===== src/rtl/mem_access_ctrl.sv =====
// mem_access_ctrl: byte-addressed load/store sequencer for a word-addressed,
// byte-enabled synchronous-read SRAM; splits word-crossing accesses in two.
`default_nettype none

module mem_access_ctrl #(
    parameter int XLEN = 32
) (
    input  logic              clk,
    input  logic              rst_n,
    input  logic              req_valid,
    output logic              req_ready,
    input  logic              req_we,
    input  logic [1:0]        req_size,
    input  logic              req_unsigned,
    input  logic [XLEN-1:0]   req_addr,
    input  logic [XLEN-1:0]   req_wdata,
    output logic              resp_valid,
    output logic [XLEN-1:0]   resp_rdata,
    output logic              resp_split,
    output logic              mem_cs,
    output logic              mem_re,
    output logic [XLEN-3:0]   mem_raddr,
    input  logic [XLEN-1:0]   mem_rdata,
    output logic              mem_we,
    output logic [3:0]        mem_byte_we,
    output logic [XLEN-3:0]   mem_waddr,
    output logic [XLEN-1:0]   mem_wdata
);

    localparam int WAW = XLEN - 2;
    localparam int SHW = $clog2(XLEN) + 1;

    typedef enum logic [2:0] {
        IDLE   = 3'd0,
        RD_LO  = 3'd1,
        RD_HI  = 3'd2,
        RD_FIN = 3'd3,
        WR_LO  = 3'd4,
        WR_HI  = 3'd5,
        DONE   = 3'd6
    } state_t;

    state_t            state;
    logic [WAW-1:0]    wa_q;
    logic [1:0]        off_q;
    logic [1:0]        size_q;
    logic              uns_q;
    logic              split_q;
    logic [3:0]        mask_hi_q;
    logic [XLEN-1:0]   wdata_q;
    logic [XLEN-1:0]   lo_word;

    // Request decode, evaluated against the live request in IDLE.
    logic [1:0]        req_off;
    logic [7:0]        req_base;
    logic [7:0]        req_mask;
    logic              req_split;

    assign req_off = req_addr[1:0];

    always_comb begin
        req_base = 8'h0F;
        case (req_size)
            2'b00:   req_base = 8'h01;
            2'b01:   req_base = 8'h03;
            default: req_base = 8'h0F;
        endcase
    end

    assign req_mask  = req_base << req_off;
    assign req_split = (req_size[1] && (req_off != 2'b00)) ||
                       ((req_size == 2'b01) && (req_off == 2'b11));

    // Upper part of a split store: the bytes that spilled past the first word.
    logic [SHW-1:0]    hi_shift;
    logic [XLEN-1:0]   hi_wdata;

    assign hi_shift = SHW'(XLEN) - SHW'({off_q, 3'b000});
    assign hi_wdata = wdata_q >> hi_shift;

    // Load assembly: {hi,lo} pair shifted down by the byte offset.
    logic [2*XLEN-1:0] pair;
    logic [XLEN-1:0]   aligned;
    logic [XLEN-1:0]   load_result;

    assign pair    = split_q ? {mem_rdata, lo_word} : {{XLEN{1'b0}}, mem_rdata};
    assign aligned = XLEN'(pair >> {off_q, 3'b000});

    always_comb begin
        load_result = aligned;
        case (size_q)
            2'b00: load_result = uns_q ? {{(XLEN-8){1'b0}}, aligned[7:0]}
                                       : {{(XLEN-8){aligned[7]}}, aligned[7:0]};
            2'b01: load_result = uns_q ? {{(XLEN-16){1'b0}}, aligned[15:0]}
                                       : {{(XLEN-16){aligned[15]}}, aligned[15:0]};
            default: load_result = aligned;
        endcase
    end

    assign mem_cs = mem_re | mem_we;

    always_ff @(posedge clk or negedge rst_n) begin
        if (!rst_n) begin
            state       <= IDLE;
            req_ready   <= 1'b0;
            resp_valid  <= 1'b0;
            resp_rdata  <= '0;
            resp_split  <= 1'b0;
            mem_re      <= 1'b0;
            mem_raddr   <= '0;
            mem_we      <= 1'b0;
            mem_byte_we <= 4'b0000;
            mem_waddr   <= '0;
            mem_wdata   <= '0;
            wa_q        <= '0;
            off_q       <= 2'b00;
            size_q      <= 2'b00;
            uns_q       <= 1'b0;
            split_q     <= 1'b0;
            mask_hi_q   <= 4'b0000;
            wdata_q     <= '0;
            lo_word     <= '0;
        end else begin
            case (state)
                IDLE: begin
                    req_ready <= 1'b1;
                    if (req_valid && req_ready) begin
                        req_ready <= 1'b0;
                        wa_q      <= req_addr[XLEN-1:2];
                        off_q     <= req_off;
                        size_q    <= req_size;
                        uns_q     <= req_unsigned;
                        split_q   <= req_split;
                        mask_hi_q <= req_mask[7:4];
                        wdata_q   <= req_wdata;
                        if (req_we) begin
                            state       <= WR_LO;
                            mem_we      <= 1'b1;
                            mem_waddr   <= req_addr[XLEN-1:2];
                            mem_byte_we <= req_mask[3:0];
                            mem_wdata   <= req_wdata << {req_off, 3'b000};
                        end else begin
                            state     <= RD_LO;
                            mem_re    <= 1'b1;
                            mem_raddr <= req_addr[XLEN-1:2];
                        end
                    end
                end
                RD_LO: begin
                    if (split_q) begin
                        state     <= RD_HI;
                        mem_raddr <= wa_q + WAW'(1);
                    end else begin
                        state  <= RD_FIN;
                        mem_re <= 1'b0;
                    end
                end
                RD_HI: begin
                    // Data for the low word arrives during this state.
                    lo_word <= mem_rdata;
                    mem_re  <= 1'b0;
                    state   <= RD_FIN;
                end
                RD_FIN: begin
                    resp_valid <= 1'b1;
                    resp_rdata <= load_result;
                    resp_split <= split_q;
                    state      <= DONE;
                end
                WR_LO: begin
                    if (split_q) begin
                        state       <= WR_HI;
                        mem_waddr   <= wa_q + WAW'(1);
                        mem_byte_we <= mask_hi_q;
                        mem_wdata   <= hi_wdata;
                    end else begin
                        state       <= DONE;
                        mem_we      <= 1'b0;
                        mem_byte_we <= 4'b0000;
                        resp_valid  <= 1'b1;
                        resp_rdata  <= '0;
                        resp_split  <= 1'b0;
                    end
                end
                WR_HI: begin
                    state       <= DONE;
                    mem_we      <= 1'b0;
                    mem_byte_we <= 4'b0000;
                    resp_valid  <= 1'b1;
                    resp_rdata  <= '0;
                    resp_split  <= 1'b1;
                end
                DONE: begin
                    resp_valid <= 1'b0;
                    req_ready  <= 1'b1;
                    state      <= IDLE;
                end
                default: begin
                    state       <= IDLE;
                    mem_re      <= 1'b0;
                    mem_we      <= 1'b0;
                    mem_byte_we <= 4'b0000;
                    resp_valid  <= 1'b0;
                end
            endcase
        end
    end

endmodule

`default_nettype wire


===== config.mk =====
export PLATFORM = sky130hd
export DESIGN_NAME = mem_access_ctrl
export DESIGN_NICKNAME = d
export VERILOG_FILES = /design/src/rtl/mem_access_ctrl.sv
export SDC_FILE = /design/constraint.sdc
export NUM_CORES = 1
export LEC_CHECK = 0
export CORE_ASPECT_RATIO = 1.5
export CORE_UTILIZATION = 26
export DETAILED_ROUTE_END_ITERATION = 8
export DONT_BUFFER_PORTS = 1
export GPL_TIMING_DRIVEN = 0
export SLEW_MARGIN = 15
export SYNTH_ARGS = -nofsm -noshare
export SYNTH_HDL_FRONTEND = slang
export SYNTH_SLANG_ARGS = --single-unit

===== constraint.sdc =====
create_clock -name clk -period 5.25 [get_ports clk]
set_input_delay 0.7875 -clock clk [delete_from_list [all_inputs] [get_ports clk]]
set_output_delay 0.7875 -clock clk [all_outputs]
set_load 0.05 [all_outputs]

# Yosys cells after proc, flatten, opt, wreduce, memory -nomap -nowiden
# Cells that the tools add are included.
[classes] n_addsub=2 eq_ne=16 n_shift=4 muxes=39 n_bitwise=4 n_reduce_logical=24
[op_table] op="2-to-1 mux 32 bit" count=6
[op_table] op="2-to-1 mux 30 bit" count=5
[op_table] op="case mux 32 bit (2 select lines)" count=2
[op_table] op="case mux 30 bit (2 select lines)" count=2
[op_table] op="case mux 32 bit (3 select lines)" count=1
[op_table] op="2-to-1 mux 64 bit" count=1
[op_table] op=">> shifter 64 x 5 -> 32 bit" count=1
[op_table] op="<< shifter 32 x 5 -> 32 bit" count=1
[op_table] op=">> shifter 32 x 6 -> 32 bit" count=1
[op_table] op="adder 30 x 1 -> 30 bit (second input constant)" count=1
[op_table] op="AND reduction 4 bit" count=4
[op_table] op="case mux 3 bit (5 select lines)" count=1
[op_table] op="!= test 2 bit (second input constant)" count=7
[op_table] op="2-to-1 mux 4 bit" count=3
[op_table] op="case mux 1 bit (3 select lines)" count=4
[op_table] op="case mux 4 bit (3 select lines)" count=1
[op_table] op="equality test 3 bit (second input constant)" count=3
[op_table] op="2-to-1 mux 1 bit" count=8
[op_table] op="case mux 4 bit (2 select lines)" count=1
[op_table] op="nonzero test 2 bit" count=4
[op_table] op="OR reduction 4 bit" count=2
[op_table] op="<< shifter 8 x 2 -> 8 bit" count=1
[op_table] op="equality test 3 x 2 -> 1 bit (second input constant)" count=2
[op_table] op="2-to-1 mux 3 bit" count=2
[op_table] op="17 further kinds" count=25
[word_totals] register_bits=240 inputBits=103 output_inout_bits=134 elab_cells=108

# Longest topological paths before layout
# Gate-level depths: netlist (run 1).
[depth] word_depth=6 mapped_depth=11 depth_no_buf=7

# Least setup slack after synthesis (run 1)
# OpenSTA, ideal clock, no wires.
[synth_timing] kind="register -> register" startpoint="register off_q[1]" endpoint="register mem_wdata[27]" setup_time_ns=0.072 t_arrival_ns=2.284 required_time_ns=5.178 setup_slack_ns=2.894 path_stages_with_launch=11 path_buffers=4 synth_period_minus_slack_ns=2.356 cell_sequence="dfrtp_1 buf_4 clkinv_1 clkbuf_1 ha_1 clkbuf_1 or3_1 buf_2 nor2_2 a221oi_1 nor2_1"
[synth_between] elab_chain_cells=4
[synth_lines] item="start: declaration" line_no="45" source="logic [1:0] off_q;"
[synth_lines] item="start signal: assignment" line_no="130" source="off_q <= req_off;"
[synth_lines] item="subtractor 6 x 5 -> 6 bit" line_no="78" source="assign hi_shift = SHW'(XLEN) - SHW'({off_q, 3'b000});"
[synth_lines] item=">> shifter 32 x 6 -> 32 bit" line_no="79" source="assign hi_wdata = wdata_q >> hi_shift;"
[synth_lines] item="2-to-1 mux 32 bit" line_no="171" source="if (split_q) begin"
[synth_lines] item="case mux 32 bit (2 select lines)" line_no="124" source="case (state)"
[synth_lines] item="end signal: assignment" line_no="141" source="mem_wdata <= req_wdata << {req_off, 3'b000};"
[synth_lines] item="end signal: assignment" line_no="175" source="mem_wdata <= hi_wdata;"
[synth_lines] item="end: declaration" line_no="27" source="output logic [XLEN-1:0] mem_wdata"
# No other way between the ends. The select of a mux whose other input is x is not followed.
# A chain may end at the register's enable or synchronous reset.

# Final worst setup path (run 1)
[layout_timing] startpoint="register off_q[1]" endpoint="register mem_wdata[22]"
# The elaborated chain is that of the path after synthesis.

==> results.md, run 1 <==
- Max FO, Critical Path: 10
- CP max stage cell: clkbuf_1
- Worst Tran Pin Value: 1.08 ns
- Critical path launch point type: flop
- Reg-to-reg critical path startpoint: off_q[1]$_DFFE_PN0P_
- H-tree depth: 1
- Hold slack: -0.0482 ns
- Initial Util: 26.5%
- Cell Area, Placed: 13400 um2
- Post-CTS setup buffer count: 0
- CTS clk-pin slew, worst paths: 0.07 ns
- FF+latch count, synth: 239
- Total CTS buffers: 27
- Die width: 182 um
- Setup ws final: 1.87 ns
- Top Ports: 237
- RSZ-0062 raised after global routing: false
- CTS Root Buffer Type: clkbuf_16
- Worst IR Drop VDD: 0.000340 V
- Share of layout cells above drive strength 1: 11.2%
- CP delay by family, top: buffers and inverters
- Cell variety after synth: 64
- Post-DR wirelength/cell: 24.3 um
- Endpoints failing setup: 0
- Core footprint: 47800 um2
- Setup TNS: 0 ns
- Count leader, synth: nand2_1
- # nets final: 1509
- Antenna diodes: 0
- Synth Instances: 1375
- Vias: 10.8k
- EDFF count, synth: 0
- Slew headroom: 27.4%
- Mean Syn Cell Area: 9.21 um2
- Final worst-path cycle share: 64.5%
- Post-cts resize count: 0
- Leak pwr: 0.00622 uW
- Power, Total: 10800 uW
- Pre-antenna DRT Iters: 7
- Clock latency on the worst-skew pair: 0.59 ns
- First-pass GRT wire length: 71800 um
- Vias in the first global route: 11.0k
- Crit path top cell by count: clkbuf_1
- Mapped cell area: 12700 um2
- Top cells by area, synth: dfrtp_1 (47%), nand2_1 (10%), mux2i_1 (4.9%), mux2_2 (4.6%), o21ai_0 (3.6%)
- Slew Limit Fails: 0
- Die area: 49600 um2
- Most used DFF post-synth: dfrtp_1
- Worst path bufs/invs: 5
- Outcome: finished, violations left
- Pin count of the biggest net entering global routing: 240
- TritonCTS clock tree: done
- Antenna-violating nets left: 0
- Critical Path AT: 3.88 ns
- Fin. Hold Viols: 24
- Critical Path Sink Type: flop
- CP Data Required Time: 5.74 ns
- Max incr delay on CP: 0.59 ns
- Area delta synth->final: 13.3%
- MaxCap Viol Count: 0
- Final min period: 3.38 ns
- Yosys top cell by area: dfrtp_1
- DRC: 0
- Crit. Startpoint: off_q[1]$_DFFE_PN0P_
- Sequential-to-total area share from yosys stat: 47.2%
- Yosys warns: 0
- Sink Count: 239
- Worst-path cell chain: buf_4 -> clkinv_1 -> clkbuf_1 -> ha_1 -> clkbuf_1 -> or3_1 -> buf_2 -> o221ai_1 -> o21a_1
- Pwr/cell area: 753 nW/um2
- Post-DP HPWL: 36800 um
- Fmax: 295 MHz
- Site row count: 98
- Initial antenna violation count: 1
- Vias per cell: 5.33
- DRT Wirelength: 49100 um
- Setup Slack @ Placement: 1.97 ns
- Die height: 272 um
- Port Buffers: 0
- Post-synthesis net count: 1480
- Hold crit path type: primary input to asynchronous set/reset pin
- Ys async rst share: 100%
- Failing checks: hold timing
- Share of the synthesized area in the top cell type: 47.2%
- Tot GR Track Use: 19.4%
- Congestion Overflow GR: 0
- Post-route cell area: 14400 um2
- Post-synth top cells: nand2_1 (344), dfrtp_1 (239), nor2_1 (100)
- 1st-iter DRT viols: 794
- Placer Congestion: 0.934
- Setup CP Type: flop to flop
- Clk buf depth: 3
- Max Clock Skew: 0.0421 ns
[per-stage QoR]
step | std cells | utilization (%)
finish | 2024 | 30.0
global route | 2024 | 30.0
CTS | 2024 | 30.0
detailed placement | 1975 | 28.0
global placement | 1975 | 28.0
floorplan | 1375 | -
[report_power, final]
part | internal (uW) | total [uW] | switching (uW)
logic | 1450 | 3830 | 2380
registers | 2640 | 4970 | 2330
clock network | 1190 | 2020 | 824
[state kept, by name, indices dropped and copies added (netlist names), 4 cells and up]
name	cells
mem_byte_we	4
lo_word	32
wdata_q	32
mem_raddr	30
mem_waddr	30
mem_wdata	32
wa_q	30
resp_rdata	32
[worst register-to-register path, cell delays in order (launching register included)]
cell and delay (ns):
dfrtp_1 0.41, buf_4 0.19, clkinv_1 0.18, clkbuf_1 0.59, ha_1 0.35, clkbuf_1 0.22
or3_1 0.42, buf_2 0.21, o221ai_1 0.51, o21a_1 0.22
[area by class of cell]
cell class	instances	area (um2)
Buffer	96	425
Clock buffer	44	840
Clock inverter	5	97.6
Fill cell	5023	33500
Inverter	12	45.0
Multi-Input combinational cell	1028	6210
Sequential cell	239	5980
Tap cell	600	751
[cell families (layout without fill, tap and decap cells)]
| logic type | Yosys count | in the layout | share of synthesized area, % |
|---|---|---|---|
| XOR/XNOR | 28 | 28 | 1.94 |
| multiplexers | 123 | 123 | 11.1 |
| AND/OR/NAND/NOR | 563 | 563 | 19.2 |
| buffers and inverters | 108 | 157 | 3.72 |
| adder cells (fa/ha/maj) | 2 | 2 | 0.198 |
| AO/OA/AOI/OAI | 312 | 312 | 16.6 |
| flip-flops | 239 | 239 | 47.2 |
[metal layers]
metal,routed length (um),vias to the layer above,part of all wire (%),global-route usage [%]
met1,16800,5353,34,19.6
li1,-,4904,-,-
met4,2030,0,4.1,8.25
met2,25600,457,52,35.9
met5,0,-,0,0
met3,4670,82,9.5,6.50
[cells in the final DEF, fill, tap and decap left out, types with 31 or more instances in the layout]
master and n:
a21oi_1 42, buf_2 31, clkbuf_1 49, dfrtp_1 239, mux2_2 52, mux2i_1 62
nand2_1 344, nand3_1 41, nor2_1 100, o21ai_0 92
[final timing paths]
| path | to | slack (ns) | depth (start not counted) |
|---|---|---|---|
| max in group asynchronous | mem_raddr[4]$_DFFE_PN0P_ | 4.63 | 0 |
| worst min-delay path | mem_wdata[17]$_DFFE_PN0P_ | -0.05 | 0 |
| worst min register to register | wdata_q[3]$_DFFE_PN0P_ | 0.46 | 2 |
| min in group clk | wa_q[0]$_DFFE_PN0P_ | 0.30 | 2 |
| worst max-delay path | mem_wdata[22]$_DFFE_PN0P_ | 1.87 | 9 |
| worst max register to register | mem_wdata[22]$_DFFE_PN0P_ | 1.87 | 9 |
Note: power is estimated with default switching activity, not from simulation.
==> run 2, diff against run 1 <==
==> constraint.sdc (replaced) <==
create_clock -name clk -period 2.8 [get_ports clk]
set_input_delay 0.42 -clock clk [delete_from_list [all_inputs] [get_ports clk]]
set_output_delay 0.42 -clock clk [all_outputs]
set_load 0.05 [all_outputs]
==> run 2 against run 1 <==
Net effect:
- clock power increased by 87%
- non-clock buffer count increased by 94
- flip-flop and latch count unchanged
- wire length increased by 5.5%
- via count increased by 5.5%
- the flow still finishes with violations (hold timing)
- critical path depth unchanged
- setup slack got worse by 1.7 ns
- count of clock-buffer cells in the layout unchanged
- hold slack got worse by 0.39 ns
==> results.md, run 2 (synthesis results as in run 1) <==
- Hold crit path type: primary input to asynchronous set/reset pin
- Endpoints failing setup: 0 (unchanged)
- Pin count of the biggest net entering global routing: 240 (unchanged)
- Top Ports: 237 (unchanged)
- Port Buffers: 0 (unchanged)
- Worst IR Drop VDD: 0.000644 V (+90%)
- CTS Root Buffer Type: clkbuf_16
- Initial antenna violation count: 0 (-1)
- Hold_buf cts: 95
- Die width: 182 um (unchanged)
- Fmax: 373 MHz (+26%)
- Non-Filler Instances: 2118 (+4.6%)
- Clock latency on the worst-skew pair: 0.59 ns (about the same)
- Pwr/cell area: 1340 nW/um2 (+78%)
- First-pass GRT wire length: 76100 um (+5.9%)
- RSZ-0062 raised after global routing: false
- Fin. Hold Viols: 239 (+900%)
- Vias: 11.4k (+5.5%)
- Dpl cells: 1975 (unchanged)
- Multi-input logic area: 6250 um2 (+0.62%)
- Max Clock Skew: 0.0349 ns (-0.00716 ns)
- CTS clk-pin slew, worst paths: 0.06 ns (about the same)
- Most common cell after layout, fill and taps aside: nand2_1
- Setup TNS: 0 ns (unchanged)
- Most frequent cells in the layout: nand2_1 (344), dfrtp_1 (238), nor2_1 (99)
- Clk buf depth: 3 (unchanged)
- CP Data Required Time: 3.29 ns (-2.45 ns)
- Vias in the first global route: 11.7k (+5.8%)
- Post-CTS setup buffer count: 0 (unchanged)
- Fillers: 4963 (-1.2%)
- Die area: 49600 um2 (unchanged)
- Final min period: 2.68 ns (-0.701 ns)
- R2r setup slk: 0.12 ns (-1.75 ns)
- Site row count: 98 (unchanged)
- Critical Path Sink Type: flop
- Core footprint: 47800 um2 (unchanged)
- Leak pwr: 0.00664 uW (+6.6%)
- Die height: 272 um (unchanged)
- Initial Util: 26.5% (unchanged)
- 1st-iter DRT viols: 895 (+13%)
- Sink Count: 239 (unchanged)
- TritonCTS clock tree: done
- Worst Tran Pin Value: 1.10 ns (+0.0154 ns)
- Area delta synth->final: 21.2%
- Post-DP HPWL: 36800 um (unchanged)
- Final worst-path cycle share: 95.8% (+31 points)
- Pre-antenna DRT Iters: 5 (-2)
- Post-DR wirelength/cell: 24.5 um (+0.83%)
- DRC: 0 (unchanged)
- Critical Path AT: 3.18 ns (-0.70 ns)
- Critical path launch point type: flop
- Hold slack: -0.434 ns (-0.386 ns)
- Sequential cell area: 5980 um2 (about the same)
- Outcome: finished, violations left
- Tot GR Track Use: 20.5% (+1.2 points)
- Slew Limit Fails: 0 (unchanged)
- Failing checks: hold timing
- DRT Wirelength: 51800 um (+5.5%)
- Antenna diodes: 0 (unchanged)
- Share of layout cells above drive strength 1: 11.3% (+0.095 points)
- H-tree depth: 1 (unchanged)
- Setup CP Type: flop to flop
- Max FO, Critical Path: 10 (unchanged)
- Congestion Overflow GR: 0 (unchanged)
- Total CTS buffers: 27 (unchanged)
- MaxCap Viol Count: 0 (unchanged)
- Slew headroom: 26.4% (-1.0 points)
- Antenna-violating nets left: 0 (unchanged)
- Vias per cell: 5.38 (+0.86%)
- # nets final: 1603 (+6.2%)
- Placer Congestion: 0.934 (unchanged)
## run 2: layout make-up
cell class              count  area share (%)
plain buffers              95            2.80
clock inverters             5           0.636
inverters                  12           0.302
clock buffers              44            5.47
well taps                 600            4.89
multi-input cells        1028            40.7
repair buffers             95            6.20
flip-flops and latches    239            39.0
## run 2: where the power goes
| group | switching, uW | leakage [uW] | internal [uW] |
|---|---|---|---|
| clock network | 1550 | 0.000460 | 2240 |
| registers | 4380 | 0.00296 | 4950 |
| logic | 4590 | 0.00322 | 2840 |
| total | 10500 | 0.00664 | 10000 |
## run 2: what timing repair did
action                                  4_1_cts  5_1_grt
endpoints found under the hold margin       355      239
endpoints found under the setup margin       32       70
gates resized for setup                       8        7
## run 2: path summary, 6_finish.rpt
path | from | to | cells past startpoint
worst max-delay path | off_q[1]$_DFFE_PN0P_ | mem_wdata[24]$_DFFE_PN0P_ | 9
worst min-delay path | rst_n | mem_wdata[16]$_DFFE_PN0P_ | 0
worst max register to register | off_q[1]$_DFFE_PN0P_ | mem_wdata[24]$_DFFE_PN0P_ | 9
worst min register to register | wdata_q[3]$_DFFE_PN0P_ | wdata_q[3]$_DFFE_PN0P_ | 2
max in group asynchronous | rst_n | mem_raddr[4]$_DFFE_PN0P_ | 0
min in group clk | req_addr[16] | mem_raddr[14]$_DFFE_PN0P_ | 2
## run 2: layer usage
| layer | up-vias | GRT usage [%] | routed length, um |
|---|---|---|---|
| met4 | 0 | 10.3 | 2650 |
| met2 | 524 | 37.0 | 26300 |
| met5 | - | 0 | 0 |
| met3 | 133 | 5.44 | 4520 |
| met1 | 5620 | 22.0 | 18300 |
| li1 | 5117 | - | - |
## run 2: critical path: stages, from the launching register on
cell and delay [ns]:
dfrtp_1 0.39, buf_4 0.21, clkinv_2 0.17, clkbuf_4 0.28
ha_2 0.39, or3_1 0.39, buf_2 0.22, nor2_4 0.25
a221oi_1 0.16, nor2_1 0.13
## run 2: metrics by stage
stage	power, uW	utilization [%]	setup WS, ns	instance area [um2]
after floorplan	13900	-	0.444	12700
after global placement	16300	28.0	-0.435	13400
after detailed placement	16500	28.0	-0.482	13400
after CTS	20500	32.0	0.0511	15300
after global routing	21600	32.1	0.0243	15300
final	20500	32.1	0.117	15300
